## config.mk

```make
export PLATFORM = sky130hd
export DESIGN_NAME = cla_seq_adder_ctrl
export DESIGN_NICKNAME = d
export VERILOG_FILES = /design/src/rtl/cla_seq_adder_ctrl.sv
export SDC_FILE = /design/constraint.sdc
export NUM_CORES = 1
export LEC_CHECK = 0
export ABC_AREA = 1
export BUFFER_PORTS_ARGS = -buffer_cell sky130_fd_sc_hd__buf_2
export CAP_MARGIN = 40
export CORE_MARGIN = 2
export CORE_UTILIZATION = 35
export DETAILED_ROUTE_END_ITERATION = 8
export GPL_ROUTABILITY_DRIVEN = 0
export SLEW_MARGIN = 20
export SYNTH_ARGS = -nofsm -noshare
export SYNTH_HDL_FRONTEND = slang
export SYNTH_HIERARCHICAL = 1
export SYNTH_SLANG_ARGS = --single-unit
```

## constraint.sdc

```tcl
create_clock -name clk -period 3 [get_ports clk]
set_input_delay 0.45 -clock clk [delete_from_list [all_inputs] [get_ports clk]]
set_output_delay 0.45 -clock clk [all_outputs]
set_load 0.01 [all_outputs]
```

## src/rtl/cla_seq_adder_ctrl.sv

```systemverilog
// Sequential WIDTH-bit adder/subtractor: one 4-bit carry look-ahead slice is
// reused for every nibble, LSB first. Carry chains between nibbles through
// a flop. Valid/ready handshakes on both the operand and result sides.

// 4-bit carry look-ahead slice: generate/propagate with flattened carries.
module cla4 (
    input  logic [3:0] a,
    input  logic [3:0] b,
    input  logic       ci,
    output logic [3:0] s,
    output logic       co
);
    logic [3:0] p;
    logic [3:0] g;
    logic [4:0] c;

    assign p = a ^ b;
    assign g = a & b;

    // Every carry is a flat sum of products, so no carry ripples inside the slice.
    always_comb begin
        c    = '0;
        c[0] = ci;
        c[1] = g[0] | (p[0] & ci);
        c[2] = g[1] | (p[1] & g[0]) | (p[1] & p[0] & ci);
        c[3] = g[2] | (p[2] & g[1]) | (p[2] & p[1] & g[0])
             | (p[2] & p[1] & p[0] & ci);
        c[4] = g[3] | (p[3] & g[2]) | (p[3] & p[2] & g[1])
             | (p[3] & p[2] & p[1] & g[0]) | (p[3] & p[2] & p[1] & p[0] & ci);
    end

    assign s  = p ^ c[3:0];
    assign co = c[4];
endmodule

module cla_seq_adder_ctrl #(
    parameter int WIDTH  = 16,
    parameter int NSLICE = WIDTH / 4
) (
    input  logic             clk,
    input  logic             rst,
    input  logic             in_valid,
    output logic             in_ready,
    input  logic [WIDTH-1:0] a,
    input  logic [WIDTH-1:0] b,
    input  logic             cin,
    input  logic             sub,
    output logic             out_valid,
    input  logic             out_ready,
    output logic [WIDTH-1:0] sum,
    output logic             cout,
    output logic             ovf,
    output logic             busy
);
    // A one-nibble operand still needs a 1-bit index so the declaration is legal.
    localparam int IW = (NSLICE > 1) ? $clog2(NSLICE) : 1;
    localparam logic [IW-1:0] LAST = IW'(NSLICE - 1);

    typedef enum logic [1:0] {IDLE, RUN, DONE} state_t;

    state_t           state, state_nxt;
    logic [WIDTH-1:0] a_reg;
    logic [WIDTH-1:0] b_reg;   // already inverted for subtract
    logic             carry;
    logic [IW-1:0]    idx;
    logic [3:0]       slice_s;
    logic             slice_co;

    cla4 u_slice (
        .a  (a_reg[4*idx +: 4]),
        .b  (b_reg[4*idx +: 4]),
        .ci (carry),
        .s  (slice_s),
        .co (slice_co)
    );

    // State register.
    always_ff @(posedge clk) begin
        if (rst) state <= IDLE;
        else     state <= state_nxt;
    end

    // Next-state logic: accept, step through the nibbles, wait for the consumer.
    always_comb begin
        state_nxt = state;
        case (state)
            IDLE:    if (in_valid)    state_nxt = RUN;
            RUN:     if (idx == LAST) state_nxt = DONE;
            DONE:    if (out_ready)   state_nxt = IDLE;
            default:                  state_nxt = IDLE;
        endcase
    end

    assign in_ready  = (state == IDLE);
    assign out_valid = (state == DONE);
    assign busy      = (state != IDLE);

    // Datapath: latch operands on accept, then write one nibble of the result per cycle.
    always_ff @(posedge clk) begin
        if (rst) begin
            a_reg <= '0;
            b_reg <= '0;
            carry <= 1'b0;
            idx   <= '0;
            sum   <= '0;
            cout  <= 1'b0;
            ovf   <= 1'b0;
        end else begin
            case (state)
                IDLE: if (in_valid) begin
                    a_reg <= a;
                    b_reg <= sub ? ~b : b;
                    carry <= sub ? 1'b1 : cin;
                    sum   <= '0;
                    idx   <= '0;
                end
                RUN: begin
                    sum[4*idx +: 4] <= slice_s;
                    carry           <= slice_co;
                    if (idx == LAST) begin
                        idx  <= '0;
                        cout <= slice_co;
                        // Signed overflow: operand signs match but the result sign does not.
                        ovf  <= (a_reg[WIDTH-1] == b_reg[WIDTH-1]) &&
                                (slice_s[3] != a_reg[WIDTH-1]);
                    end else begin
                        idx <= idx + 1'b1;
                    end
                end
                default: ;
            endcase
        end
    end
endmodule

```

==> impl_results.md, run 1 <==
* Status: completed
* Synthesized Nets at 455
* Yosys top cell by area: dfxtp_1
* WL/cell at roughly 12 um
* Final hold violation count at 0
* Initial core utilization at 36.3%
* Number of global-route vias before repair at about 2.5k
* Relative slew slack at between 50% and 60%
* Ys Warns at 6
* Post-Synthesis Cells at 406
* Overall Global Routing Usage at between 15 and 20%
* Total CTS buffers at 5
* Arr. time, crit path at 2.68 ns
* CP endpoint kind: flip-flop
* Top-area cell type share of the netlist area at between 30% and 40%
* Clock power frac at around 28%
* Final Instance Area at 3250 um^2
* HP Start: out_ready
* Worst-case reg-to-reg path depth at 12
* Layout cells sized above 1 at around 17%
* Int Pwr at approximately 1100 uW
* Setup CP Type: flip-flop to flip-flop
* Die width at ~94 um
* Setup violators final at 0
* Maximum clock rate at 0.412 GHz
* Max Slew Vio Count at 0
* Reg-to-Reg End: sum[7]
* Logic pwr share at between 20 and 25%
* Hold_ws at 0.383 ns
* Synth top area cells: dfxtp_1 (39%), nor2_1 (13%), nand2_1 (10%)
* Post-CTS Setup Inserts at 0
* Clock Path Buffers at 2
* Core Area at between 7000 and 8000 um^2
* Reg clk slew, reported paths at ~0.10 ns
* Worst VDD drop at between 0.2 and 0.25 mV
* Initial DRT Pass Iterations at 4
* Synth cell types at 23
* Mapped Area at between 2000 and 3000 um^2
* RSZ-0062 raised after global routing: no
* Crit path required time at 3.25 ns
* GR Overflow Total at 0
* Final nets at between 500 and 600
* Register share of total power at 50.2%
* TritonCTS Sinks at 55
* Drt drc at 0
* Top Ports at 59
* CTS resizes at 0
* DR vias at 2,629
* Count of state elements after synthesis at 55
* Commonest non-fill, non-tap cells in the layout: nor2_1 (96), nand2_1 (76), buf_2 (58)
* Final ANT Viol Nets at 0
* Crit-path max FO at 13
* Final critical-path required period at between 2 and 2.5 ns
* Fin crit share at between 80 and 90%
* Die ar. at around 8800 um^2
* Pwr dens at just under 500 nW/um^2
* Clock root buffer: clkbuf_8
* Worst slew pin tran at 0.714 ns
* Area added between synthesis and finish at 15.3%
* Core Util, Final at about two fifths
* N_diodes at 0
* DP HPWL at approximately 4800 um
* Net Switching at slightly below 500 uW
* Max-cap violations at 0
* Post-CTS Hold Buffers at 0
* RR Startpoint: idx[1]
* Final wirelength at approximately 6400 um
* Starting DRT DRC Count at 115
* First-pass GRT wire length at roughly 11,000 um
* Die height at between 90 and 100 um
* Register-to-register setup slack at approximately 0.57 ns
* Leading cell type in the layout, fill and taps excluded: nor2_1
* Hold Crit Class: input port to flip-flop
* LEAKAGE at approximately 0.0015 uW
* Rows at 32
* Fin Setup TNS at 0 ns
* Sequential-to-total area share from yosys stat at 39.1%
* IO Port Bufs at 58
* CTS tree: done
* Antenna violations before repair at 0
* Clk_skew at roughly 0.0096 ns
* Setup crit start kind: flip-flop
* Hold endpoint: state[1]
* Largest net degree at the start of global routing at 49
* Clk_lat worst skew at 0.31 ns
* Placed cell area at about 3100 um^2
* H-tree Lvls at 2
* Sw frac at a little under a third
* Mean Syn Cell Area at 6.94 um^2
* Hold Crit Depth at 4
* Via density per instance at approximately 4.7
## per-layer routing
| layer | routed length (um) | track usage, % | vias to the layer above |
|---|---|---|---|
| met1 | 3110 | 21.3 | 1177 |
| li1 | - | - | 1384 |
| met3 | 341 | 2.81 | 4 |
| met4 | 68 | 4.47 | 0 |
| met5 | 0 | 0 | - |
| met2 | 2890 | 25.1 | 64 |
## how the worst max path moves through the flow
stage / from / end / slack [ns] / cells past startpoint
after floorplan: idx[0] / sum[13] / 0.83 / 11
after global placement: idx[1] / sum[13] / 0.73 / 10
after detailed placement: idx[1] / sum[5] / 0.61 / 10
after CTS: idx[1] / sum[7] / 0.57 / 12
after global routing: idx[1] / sum[7] / 0.31 / 12
final: idx[1] / sum[7] / 0.57 / 12
## cell type report
type | instances | area [um^2]
Inverter | 27 | 101
Fill cell | 843 | 4520
Tap cell | 102 | 128
Clock inverter | 1 | 7.51
Multi-Input combinational cell | 303 | 1490
Clock buffer | 7 | 96.3
Timing Repair Buffer | 61 | 320
Sequential cell | 55 | 1100
## power groups by stage
stage | clock (uW) | combinational [uW] | sequential [uW]
2_1_floorplan | 0 | 280 | 816
3_3_place_gp | 0 | 349 | 825
3_5_place_dp | 0 | 357 | 827
4_1_cts | 459 | 358 | 811
5_1_grt | 494 | 413 | 817
6_report | 447 | 356 | 810
## stage by stage
stage	setup WS, ns	instances	total power [uW]
after CTS	0.573	556	1630
after floorplan	0.826	406	1100
final	0.573	556	1610
after global routing	0.310	556	1720
after detailed placement	0.613	548	1180
after global placement	0.732	547	1170
## cell families (layout without fill, tap and decap cells)
group	count (synthesis)	count (layout)	share of synthesized area [%]
xor gates and xnor gates	17	17	5.28
adders and majority gates	11	11	5.15
AOI/OAI and AO/OA	63	63	11.5
and+or+nand+nor	212	212	31.0
DFF	55	55	39.1
buffers and inverters	48	96	7.90
## cells in the mapped netlist (all sizes together)
master  number
nor2        97
nand2       78
dfxtp       55
nand3       33
o21ai       33
inv         27
a21oi       22
xnor2       17
buf         11
clkbuf      10
ha          10
o22ai        8
nand4        2
fa           1
nand3b       1
or2          1
## worst max-delay path, stage by stage (launching register included)
cell and delay [ns]:
dfxtp_1 0.59, inv_1 0.27, o21ai_0 0.17, o22ai_1 0.11
ha_1 0.34, or2_0 0.22, nand2_1 0.08, nand3_1 0.06
nand2_1 0.13, nand2_1 0.09, nor2_1 0.13, nand2_1 0.08
a21oi_1 0.12
Power figures use the tool's default switching activity.
==> run 2, diff against run 1 <==
Clock period 3 ns to 2.4 ns, I/O delays scaled along.
==> run 2 against run 1 <==
  * Register-to-register slack got worse by 0.34 ns
  * Worst hold slack got worse by 0.083 ns
  * Final area is 3.2% higher
  * Non-clock buffer count rose by 9
  * Cell count up 1.6%
  * Total power increased by 32%
  * Global-route usage is 0.18 points higher
  * Sequential power rose by 25%
  * Die area unchanged
  * Sequential share of layout area decreased by 1.1 points
  * Clock power grew 41%
  * Flip-flop and latch count did not move
  * Critical path type unchanged
  * Largest cell class unchanged
  * Highest routed layer unchanged
==> impl_results.md, run 2 (same netlist as run 1, synthesis figures left out) <==
* Final Instance Area at between 3000 and 4000 um^2
* Crit path required time at approximately 2.7 ns
* Hold_ws at 0.300 ns
* Layout cells sized above 1 at approximately 19%
* Number of global-route vias before repair at ~2.5k
* Top Ports at a little under 60
* Fill cells at a little under 900
* Status: completed
* CP endpoint kind: flip-flop
* Gr busiest metal: met2
* Overall Global Routing Usage at roughly 16%
* Multi-input gate area at between 1500 and 2000 um^2
* Setup violators final at 0
* DR vias at around 2.7k
* Placed cells at ~560
* IO Port Bufs at 58
* Core Util, Final at a little over two fifths
* Pwr dens at roughly 640 nW/um^2
* Commonest non-fill, non-tap cells in the layout: nor2_1 (96), nand2_1 (75), buf_2 (58)
* TritonCTS Sinks at 55
* Relative slew slack at 70.0%
* Core Area at slightly below 8000 um^2
* Total CTS buffers at 5
* DP HPWL at 4910 um
* CP max stage cell: fa_1
* Via density per instance at about 4.7
* Clk_skew at ~0.014 ns
* RSZ-0062 raised after global routing: no
* Die ar. at 8780 um^2
* Final hold violation count at 0
* Leading cell type in the layout, fill and taps excluded: nor2_1
* CTS tree: done
* Maximum clock rate at roughly 0.46 GHz
* Crit-path max FO at 19
* Starting DRT DRC Count at 165
* GR Overflow Total at 0
* Area added between synthesis and finish at 19.0%
* Fin Setup TNS at 0 ns
* Clk_lat worst skew at between 0.3 and 0.4 ns
* Max-cap violations at 0
* Arr. time, crit path at 2.42 ns
* Cell Count, Final, Fillers Out at 565
* N_diodes at 0
* Final nets at a little over 500
* WL/cell at about 11 um
* CP peak stage delay at 0.47 ns
* LEAKAGE at between 0.0015 and 0.002 uW
* Clock root buffer: clkbuf_8
* Hold Crit Class: input port to flip-flop
* GRT met2 Usage at 25.0%
* Final wirelength at 6470 um
* Post-CTS Hold Buffers at 0
* Max Slew Vio Count at 0
* First-pass GRT wire length at between 10,000 and 15,000 um
* Die width at approximately 94 um
* Setup crit start kind: flip-flop
* Worst Path Buf+Inv at 4
* Routing usage on met1 at between 20% and 30%
* Met3 Usage GRT at 2.97%
* H-tree Lvls at 2
* Largest net degree at the start of global routing at 34
* Antenna violations before repair at 0
* Cell mode on critical path: inv_1
* Clock Path Buffers at 2
* Fin crit share at around nine tenths
* Drt drc at 0
* Die height at between 90 and 100 um
* Worst VDD drop at between 0.2 and 0.3 mV
* Cell family with most CP delay: adder cells
* Register area at between 1000 and 1500 um^2
* Initial core utilization at a little over a third
* Worst slew pin tran at 0.449 ns
* Rows at 32
* Placed cell area at between 3000 and 4000 um^2
* Final ANT Viol Nets at 0
* Initial DRT Pass Iterations at 4
* Final critical-path required period at ~2.2 ns
* Setup CP Type: flip-flop to flip-flop
* Reg clk slew, reported paths at 0.10 ns
* Crit-path cells: inv_1, buf_6, o21ai_0, o22ai_1, inv_1, fa_1, xnor2_2, buf_4, nand2_1, nor2_1, nand3_1, a21oi_1
==> run 2: changes by cell type in the layout (fill, tap and decap cells not counted), sizes merged <==
cell	before	now
buf	61	70
bufinv	0	1
clkbuf	7	6
clkinv	0	1
clkinvlp	1	0
==> run 2: path summary, 6_finish.rpt <==
path / startpoint / end / slack (ns) / cells past startpoint
worst min register to register: cout / cout / 0.47 / 2
worst max register to register: idx[0] / sum[1] / 0.23 / 12
worst max-delay path: idx[0] / sum[1] / 0.23 / 12
worst min-delay path: a[6] / a_reg[6] / 0.30 / 3
==> run 2: tightest hold or removal path: stages <==
cell and delay (ns):
buf_2 0.07, o21ai_0 0.07, nor2_1 0.07
==> run 2: repair_timing <==
| item | in CTS | in global routing |
|---|---|---|
| gates resized for setup | 0 | 7 |
| setup buffers | 0 | 1 |
| endpoints found under the setup margin | 0 | 11 |
==> run 2: layer usage <==
| layer | wire, um | vias up |
|---|---|---|
| met5 | 0 | - |
| met2 | 2900 | 65 |
| met1 | 3180 | 1184 |
| met3 | 299 | 7 |
| met4 | 94 | 0 |
| li1 | - | 1398 |
==> run 2: area by class of cell <==
type	instances	share of cell area, %
Multi-Input combinational cell	303	45.1
Sequential cell	55	32.8
Timing Repair Buffer	70	11.7
Tap cell	102	3.81
Inverter	27	3.02
Clock buffer	6	2.46
Clock inverter	2	1.05
==> run 2: through the flow <==
step / total power [uW] / setup slack [ns]
finish: 2130 / 0.233
global route: 2280 / 0.0103
CTS: 2130 / 0.0498
detailed placement: 1500 / 0.0728
global placement: 1480 / 0.0831
floorplan: 1370 / 0.226
==> run 2: report_power, final <==
group          leakage, uW  switching, uW  internal [uW]
clock network    0.0000612            294            338
logic              0.00106            284            203
registers         0.000452           40.5            971
total              0.00158            619           1510
